**config.mk**
```make
export PLATFORM = sky130hd
export DESIGN_NAME = iob_eth_mii_tx
export DESIGN_NICKNAME = d
export VERILOG_FILES = /design/src/rtl/iob_eth_pkg.sv /design/src/rtl/iob_eth_crc32_nibble.sv /design/src/rtl/iob_eth_mii_tx.sv
export SDC_FILE = /design/constraint.sdc
export NUM_CORES = 1
export LEC_CHECK = 0
export CAP_MARGIN = 20
export CORE_MARGIN = 8
export CORE_UTILIZATION = 42
export DETAILED_ROUTE_END_ITERATION = 16
export PLACE_DENSITY_LB_ADDON = 0.3
export SYNTH_ARGS = -nofsm -noshare
export SYNTH_HDL_FRONTEND = slang
export SYNTH_SLANG_ARGS = --single-unit
```
**constraint.sdc**
```tcl
create_clock -name clk_i -period 3 [get_ports clk_i]
set_input_delay 0.3 -clock clk_i [delete_from_list [all_inputs] [get_ports clk_i]]
set_output_delay 0.3 -clock clk_i [all_outputs]
set_load 0.05 [all_outputs]
```
**src/rtl/iob_eth_pkg.sv**
```systemverilog
// Shared Ethernet definitions: framer state encoding, MII framing constants
// and CRC-32 parameters used by both transmit and receive paths.
package iob_eth_pkg;

  typedef enum logic [2:0] {
    ST_IDLE     = 3'd0,
    ST_PREAMBLE = 3'd1,
    ST_SFD      = 3'd2,
    ST_DATA     = 3'd3,
    ST_FCS      = 3'd4,
    ST_IFG      = 3'd5
  } tx_state_t;

  localparam logic [3:0]  PREAMBLE_NIBBLE = 4'h5;
  localparam logic [3:0]  SFD_NIBBLE      = 4'hD;
  localparam logic [31:0] CRC_POLY        = 32'h04C11DB7;
  localparam logic [31:0] CRC_POLY_REFL   = 32'hEDB88320;
  localparam logic [31:0] CRC_INIT        = 32'hFFFFFFFF;
  localparam int          PREAMBLE_LEN    = 14;
  localparam int          FCS_NIBBLES     = 8;

  // The FCS goes out complemented, least significant nibble first.
  function automatic logic [3:0] fcs_nibble(input logic [31:0] crc);
    return ~crc[3:0];
  endfunction

endpackage

```
**src/rtl/iob_eth_crc32_nibble.sv**
```systemverilog
// Reflected CRC-32 (IEEE 802.3) advanced by one nibble, bit 0 first.
// Purely combinational; shared by the transmit framer and the receive FCS checker.
module iob_eth_crc32_nibble
  import iob_eth_pkg::*;
(
  input  logic [31:0] crc_i,
  input  logic [3:0]  nibble_i,
  output logic [31:0] crc_o
);

  logic [31:0] crc_v;

  // Four serial LFSR steps unrolled.
  always_comb begin
    crc_v = crc_i;
    for (int i = 0; i < 4; i++) begin
      if (crc_v[0] ^ nibble_i[i]) begin
        crc_v = {1'b0, crc_v[31:1]} ^ CRC_POLY_REFL;
      end else begin
        crc_v = {1'b0, crc_v[31:1]};
      end
    end
    crc_o = crc_v;
  end

endmodule

```
**src/rtl/iob_eth_mii_tx.sv**
```systemverilog
// MII transmit framer: preamble/SFD, nibble-serialised payload, CRC-32 FCS
// and inter-frame gap, fed by a valid/ready byte stream.
module iob_eth_mii_tx
  import iob_eth_pkg::*;
#(
  parameter int IFG_NIBBLES = 24
) (
  input  logic       clk_i,
  input  logic       cke_i,
  input  logic       arst_i,
  input  logic [7:0] data_i,
  input  logic       valid_i,
  input  logic       last_i,
  output logic       ready_o,
  output logic [3:0] mii_txd_o,
  output logic       mii_tx_en_o,
  output logic       busy_o,
  output logic       underrun_o
);

  localparam int CNT_MAX = (IFG_NIBBLES > PREAMBLE_LEN) ? IFG_NIBBLES : PREAMBLE_LEN;
  localparam int CNT_W   = (CNT_MAX > 1) ? $clog2(CNT_MAX) : 1;

  tx_state_t        state_r;
  logic [CNT_W-1:0] cnt_r;
  logic [31:0]      crc_r;
  logic [31:0]      crc_next_s;
  logic [3:0]       crc_nibble_s;
  logic [3:0]       byte_hi_r;
  logic             last_r;
  logic             phase_r;
  logic [3:0]       txd_r;
  logic             tx_en_r;
  logic             ready_r;
  logic             busy_r;
  logic             underrun_r;

  // A transfer cycle loads the new low nibble straight from data_i; otherwise
  // the stored high nibble is the one being sent next.
  always_comb begin
    if (ready_r) begin
      crc_nibble_s = data_i[3:0];
    end else begin
      crc_nibble_s = byte_hi_r;
    end
  end

  iob_eth_crc32_nibble u_crc (
    .crc_i    (crc_r),
    .nibble_i (crc_nibble_s),
    .crc_o    (crc_next_s)
  );

  // Framer FSM; the CRC advances in the same edge that loads a payload nibble.
  always_ff @(posedge clk_i or posedge arst_i) begin
    if (arst_i) begin
      state_r    <= ST_IDLE;
      cnt_r      <= '0;
      crc_r      <= CRC_INIT;
      byte_hi_r  <= 4'h0;
      last_r     <= 1'b0;
      phase_r    <= 1'b0;
      txd_r      <= 4'h0;
      tx_en_r    <= 1'b0;
      ready_r    <= 1'b0;
      busy_r     <= 1'b0;
      underrun_r <= 1'b0;
    end else if (cke_i) begin
      underrun_r <= 1'b0;
      if (ready_r) begin
        ready_r <= 1'b0;
        if (valid_i) begin
          state_r   <= ST_DATA;
          byte_hi_r <= data_i[7:4];
          last_r    <= last_i;
          phase_r   <= 1'b0;
          txd_r     <= data_i[3:0];
          crc_r     <= crc_next_s;
        end else begin
          state_r    <= ST_IFG;
          cnt_r      <= CNT_W'(IFG_NIBBLES - 1);
          txd_r      <= 4'h0;
          tx_en_r    <= 1'b0;
          underrun_r <= 1'b1;
        end
      end else begin
        case (state_r)
          ST_IDLE: begin
            if (valid_i) begin
              state_r <= ST_PREAMBLE;
              cnt_r   <= CNT_W'(PREAMBLE_LEN - 1);
              crc_r   <= CRC_INIT;
              txd_r   <= PREAMBLE_NIBBLE;
              tx_en_r <= 1'b1;
              busy_r  <= 1'b1;
            end
          end
          ST_PREAMBLE: begin
            if (cnt_r == '0) begin
              state_r <= ST_SFD;
            end else begin
              cnt_r <= cnt_r - CNT_W'(1);
            end
          end
          ST_SFD: begin
            txd_r   <= SFD_NIBBLE;
            ready_r <= 1'b1;
          end
          ST_DATA: begin
            if (!phase_r) begin
              txd_r   <= byte_hi_r;
              crc_r   <= crc_next_s;
              phase_r <= 1'b1;
              ready_r <= ~last_r;
            end else begin
              state_r <= ST_FCS;
              cnt_r   <= CNT_W'(FCS_NIBBLES - 1);
              txd_r   <= fcs_nibble(crc_r);
              crc_r   <= {4'hF, crc_r[31:4]};
            end
          end
          ST_FCS: begin
            if (cnt_r == '0) begin
              state_r <= ST_IFG;
              cnt_r   <= CNT_W'(IFG_NIBBLES - 1);
              txd_r   <= 4'h0;
              tx_en_r <= 1'b0;
            end else begin
              cnt_r <= cnt_r - CNT_W'(1);
              txd_r <= fcs_nibble(crc_r);
              crc_r <= {4'hF, crc_r[31:4]};
            end
          end
          ST_IFG: begin
            if (cnt_r == '0) begin
              state_r <= ST_IDLE;
              busy_r  <= 1'b0;
            end else begin
              cnt_r <= cnt_r - CNT_W'(1);
            end
          end
          default: begin
            state_r <= ST_IDLE;
            txd_r   <= 4'h0;
            tx_en_r <= 1'b0;
            busy_r  <= 1'b0;
          end
        endcase
      end
    end
  end

  assign ready_o     = ready_r;
  assign mii_txd_o   = txd_r;
  assign mii_tx_en_o = tx_en_r;
  assign busy_o      = busy_r;
  assign underrun_o  = underrun_r;

endmodule

```
==> metrics.log <==
INFO  metric design.die.area = 11900 um^2
INFO  metric firstDrtPassIters = 4
INFO  metric dp_hpwl = 6890 um
INFO  metric unrepaired_setup_endpoints_after_global_routing = no
INFO  metric wire_per_inst = 17.2 um
INFO  metric worstSkewPairLatency = approximately 0.32 ns
INFO  metric worst_ep_arrival_time = 2.43 ns
INFO  metric cts_inserted_buffers = 5
INFO  metric finalSetupViolations = 0
INFO  metric critical_path.n_buffers_inverters = 3
INFO  metric design.core.area = 8590 um^2
INFO  metric fin_worst_hold_slack = 0.348 ns
INFO  metric critPathMostFrequentCell = buf_4
INFO  metric synth-seq-cells = 54
INFO  metric critPathLaunch = ready_o
INFO  metric setup_tns = 0 ns
INFO  metric drt_iter0_drc = 216
INFO  metric tmin_final = 2.73 ns
INFO  metric synth_edf_count = 0
INFO  metric antenna_violating_nets_post_route = 0
INFO  metric antenna_cells = 0
INFO  metric die_w = approximately 110 um
INFO  metric drt_drc_violations_left = 0
INFO  metric first_pass_grt_wire_length = 15900 um
INFO  metric cts_htree_levels = 2
INFO  metric hold_class = primary input to asynchronous set/reset pin
INFO  metric final_hold_viol_count = 0
INFO  metric period_share = about nine tenths
INFO  metric worst_clock_skew = 0.0129 ns
INFO  metric grt_pass1_vias = approximately 3100
INFO  metric worst_r2r_startpoint = cnt_r[0]
INFO  metric post_cts_repair_setup_buffers = 0
INFO  metric post_synth_main_area_contributors = dfstp_2 23%, dfrtp_1 15%, nand2_1 6.2%
INFO  metric chipHeight = 109 um
INFO  metric place_area = 4040 um^2
INFO  metric cts.hold.buffers_added = 0
INFO  metric dr_total_vias = 3156
INFO  metric clk_path_buf_depth = 2
INFO  metric initial_core_utilization = between 40% and 50%
INFO  metric crit_path_max_incr_delay = 0.88 ns
INFO  metric gpl.final_weighted_congestion = 0.907
INFO  metric synth.top_cell.area_share = between 20% and 30%
INFO  metric leakagePower = roughly 0.0016 uW
INFO  metric cpMaxStageDelayCell = clkdlybuf4s50_1
INFO  metric placementRows = 34
INFO  metric critical_path.endpoint_type = output pin
INFO  metric pin_count_of_the_biggest_net_entering_global_routing = 32
INFO  metric cp.depth = 3
INFO  metric required = between 2 and 3 ns
INFO  metric max_clock_freq = 367 MHz
INFO  metric gr-usage-all-layers = between 10% and 20%
INFO  metric area.growth.synth_to_final = 13.2%
INFO  metric critPathLaunchType = flop
INFO  metric pwr_density_cell = 1370 nW/um^2
INFO  metric cells_after_synth = 422
INFO  metric via_per_inst = 5.73
INFO  metric tritoncts = yes
INFO  metric setup.worst_path.class = flop to output pin
INFO  metric cts_resized = 0
INFO  metric clkSinkCount = 54
INFO  metric synthesis.yosys.warnings = 0
INFO  metric layoutNonFillerInstCount = 551
INFO  metric antenna_found_initial = 0
INFO  metric unique_cell_type_count_in_the_yosys_netlist = between 60 and 70
INFO  metric report.power.total = between 5000 and 6000 uW
INFO  metric crit_family = buffers and inverters
INFO  metric synth.cell_area = about 3700 um^2
INFO  metric pin_count = 21
INFO  metric vdd.ir_drop.worst = around 0.00065 V
INFO  metric grt_overflow = 0
INFO  metric nNetsFinal = 456
INFO  metric final_cell_area = around 4100 um^2
INFO  metric ctsRootBufferMaster = clkbuf_8
INFO  metric avgSynthCellArea = 8.66 um^2
INFO  metric synth.largest_area_cell = dfstp_2
INFO  metric relSlewSlack = 53.2%
INFO  metric io_buffers = 20
INFO  metric post_route_cells_drive_above_1_share = around 19%
INFO  metric dpl.cell_count = 543
INFO  metric wl_final = roughly 9500 um
INFO  metric status = finished clean
INFO  metric ordered_list_of_cells_on_the_worst_path = buf_4 -> buf_4 -> clkdlybuf4s50_1
INFO  metric dominantRegCellSynth = dfstp_2
INFO  metric worst-slew-pin-transition = 0.701 ns
INFO  metric postSynthNetCount = 436
INFO  metric timing.reg2reg.worst_path_depth = 8
INFO  metric async_flop_share = 100%
INFO  metric clk_pin_slew_worst_paths = 0.11 ns
INFO  metric maxSlewViolCount = 0
INFO  metric maxCapViolCount = 0
INFO  metric critical_path.max_fanout = 29
INFO  metric synth_sequential_area_ratio = a little under two fifths
==> flip-flops by register name, indices dropped and copies added (netlist names), 3 cells and up <==
register,count
byte_hi_r,4
crc_r,32
cnt_r,5
mii_txd_o,4
state_r,3
==> kinds of logic (layout without fill, tap and decap cells) <==
| kind of cell | after synthesis | after routing | synth area share [%] |
|---|---|---|---|
| AOI/OAI and AO/OA | 144 | 144 | 26.1 |
| xor gates and xnor gates | 24 | 24 | 8.73 |
| adders and majority gates | 1 | 1 | 0.342 |
| buffers and inverters | 37 | 58 | 4.28 |
| DFF | 54 | 54 | 38.1 |
| muxes | 14 | 14 | 5.34 |
| and+or+nand+nor | 148 | 148 | 17.2 |
==> path summary, 6_finish.rpt <==
| kind | end | slack, ns |
|---|---|---|
| worst max register to register | cnt_r[2] | 0.45 |
| worst max-delay path | ready_o | 0.27 |
| worst min register to register | crc_r[4] | 0.47 |
| max in group asynchronous | crc_r[7] | 2.01 |
| worst min-delay path | state_r[0] | 0.35 |
| min in group clk_i | crc_r[4] | 0.47 |
==> final cells by class <==
type | instances | area [um^2]
Fill cell | 840 | 4460
Timing Repair Buffer | 41 | 370
Inverter | 9 | 33.8
Multi-Input combinational cell | 331 | 2110
Sequential cell | 54 | 1390
Clock buffer | 6 | 82.6
Tap cell | 108 | 135
Clock inverter | 2 | 16.3
==> per-stage QoR <==
stage | utilization [%] | setup slack (ns)
finish | 48.1 | 0.272
global route | 48.1 | 0.200
CTS | 48.1 | 0.254
detailed placement | 47.0 | 0.482
global placement | 47.0 | 0.529
floorplan | - | 0.520
==> worst register-to-register path, delay by kind of cell, from the launching register on <==
kind,cells,cell delay [ns]
AOI/OAI and AO/OA,5,1.09
adders and majority gates,1,0.22
buffers and inverters,1,0.09
DFF,1,0.40
and+or+nand+nor,1,0.64
==> cell usage in the layout, fill, tap and decap left out, drive strengths merged, types with 7 or more instances in the layout <==
cell           instances
a21boi                12
a21oi                 28
buf                   21
clkdlybuf4s50         20
dfrtp                 22
dfstp                 32
inv                   10
mux2i                  9
nand2                 60
nor2                  56
nor3                  10
o21ai                 46
o22ai                  9
xnor2                 15
xor2                   7
==> cells in the mapped netlist (3+ instances only) <==
master     count
a211oi_1       6
a21boi_0       7
a21boi_1       5
a21o_1         4
a21oi_1       28
a221oi_1       3
a22oi_1        4
a2bb2oi_1      4
a311oi_1       3
and2_1         3
buf_2          5
clkbuf_1      20
dfrtp_1       22
dfstp_2       32
inv_1          8
mux2i_1        5
mux2i_4        3
nand2_1       60
nand3_1        5
nor2_1        56
nor3_1        10
nor4_1         3
o21ai_0       25
o21ai_1       19
o22ai_1        9
o31a_1         5
xnor2_1       12
xor2_1         4
==> layer usage <==
layer | track usage [%] | share of wire (%)
met4 | 4.53 | 1.2
met5 | 0 | 0
met3 | 2.66 | 4.6
met2 | 27.4 | 49
met1 | 22.0 | 46
==> power breakdown <==
part / internal, uW / total, uW / switching (uW)
Combinational: 1530 / 3540 / 2010
Sequential: 1220 / 1650 / 435
Clock: 191 / 456 / 265
No activity file was read; power rests on OpenSTA's default activity.
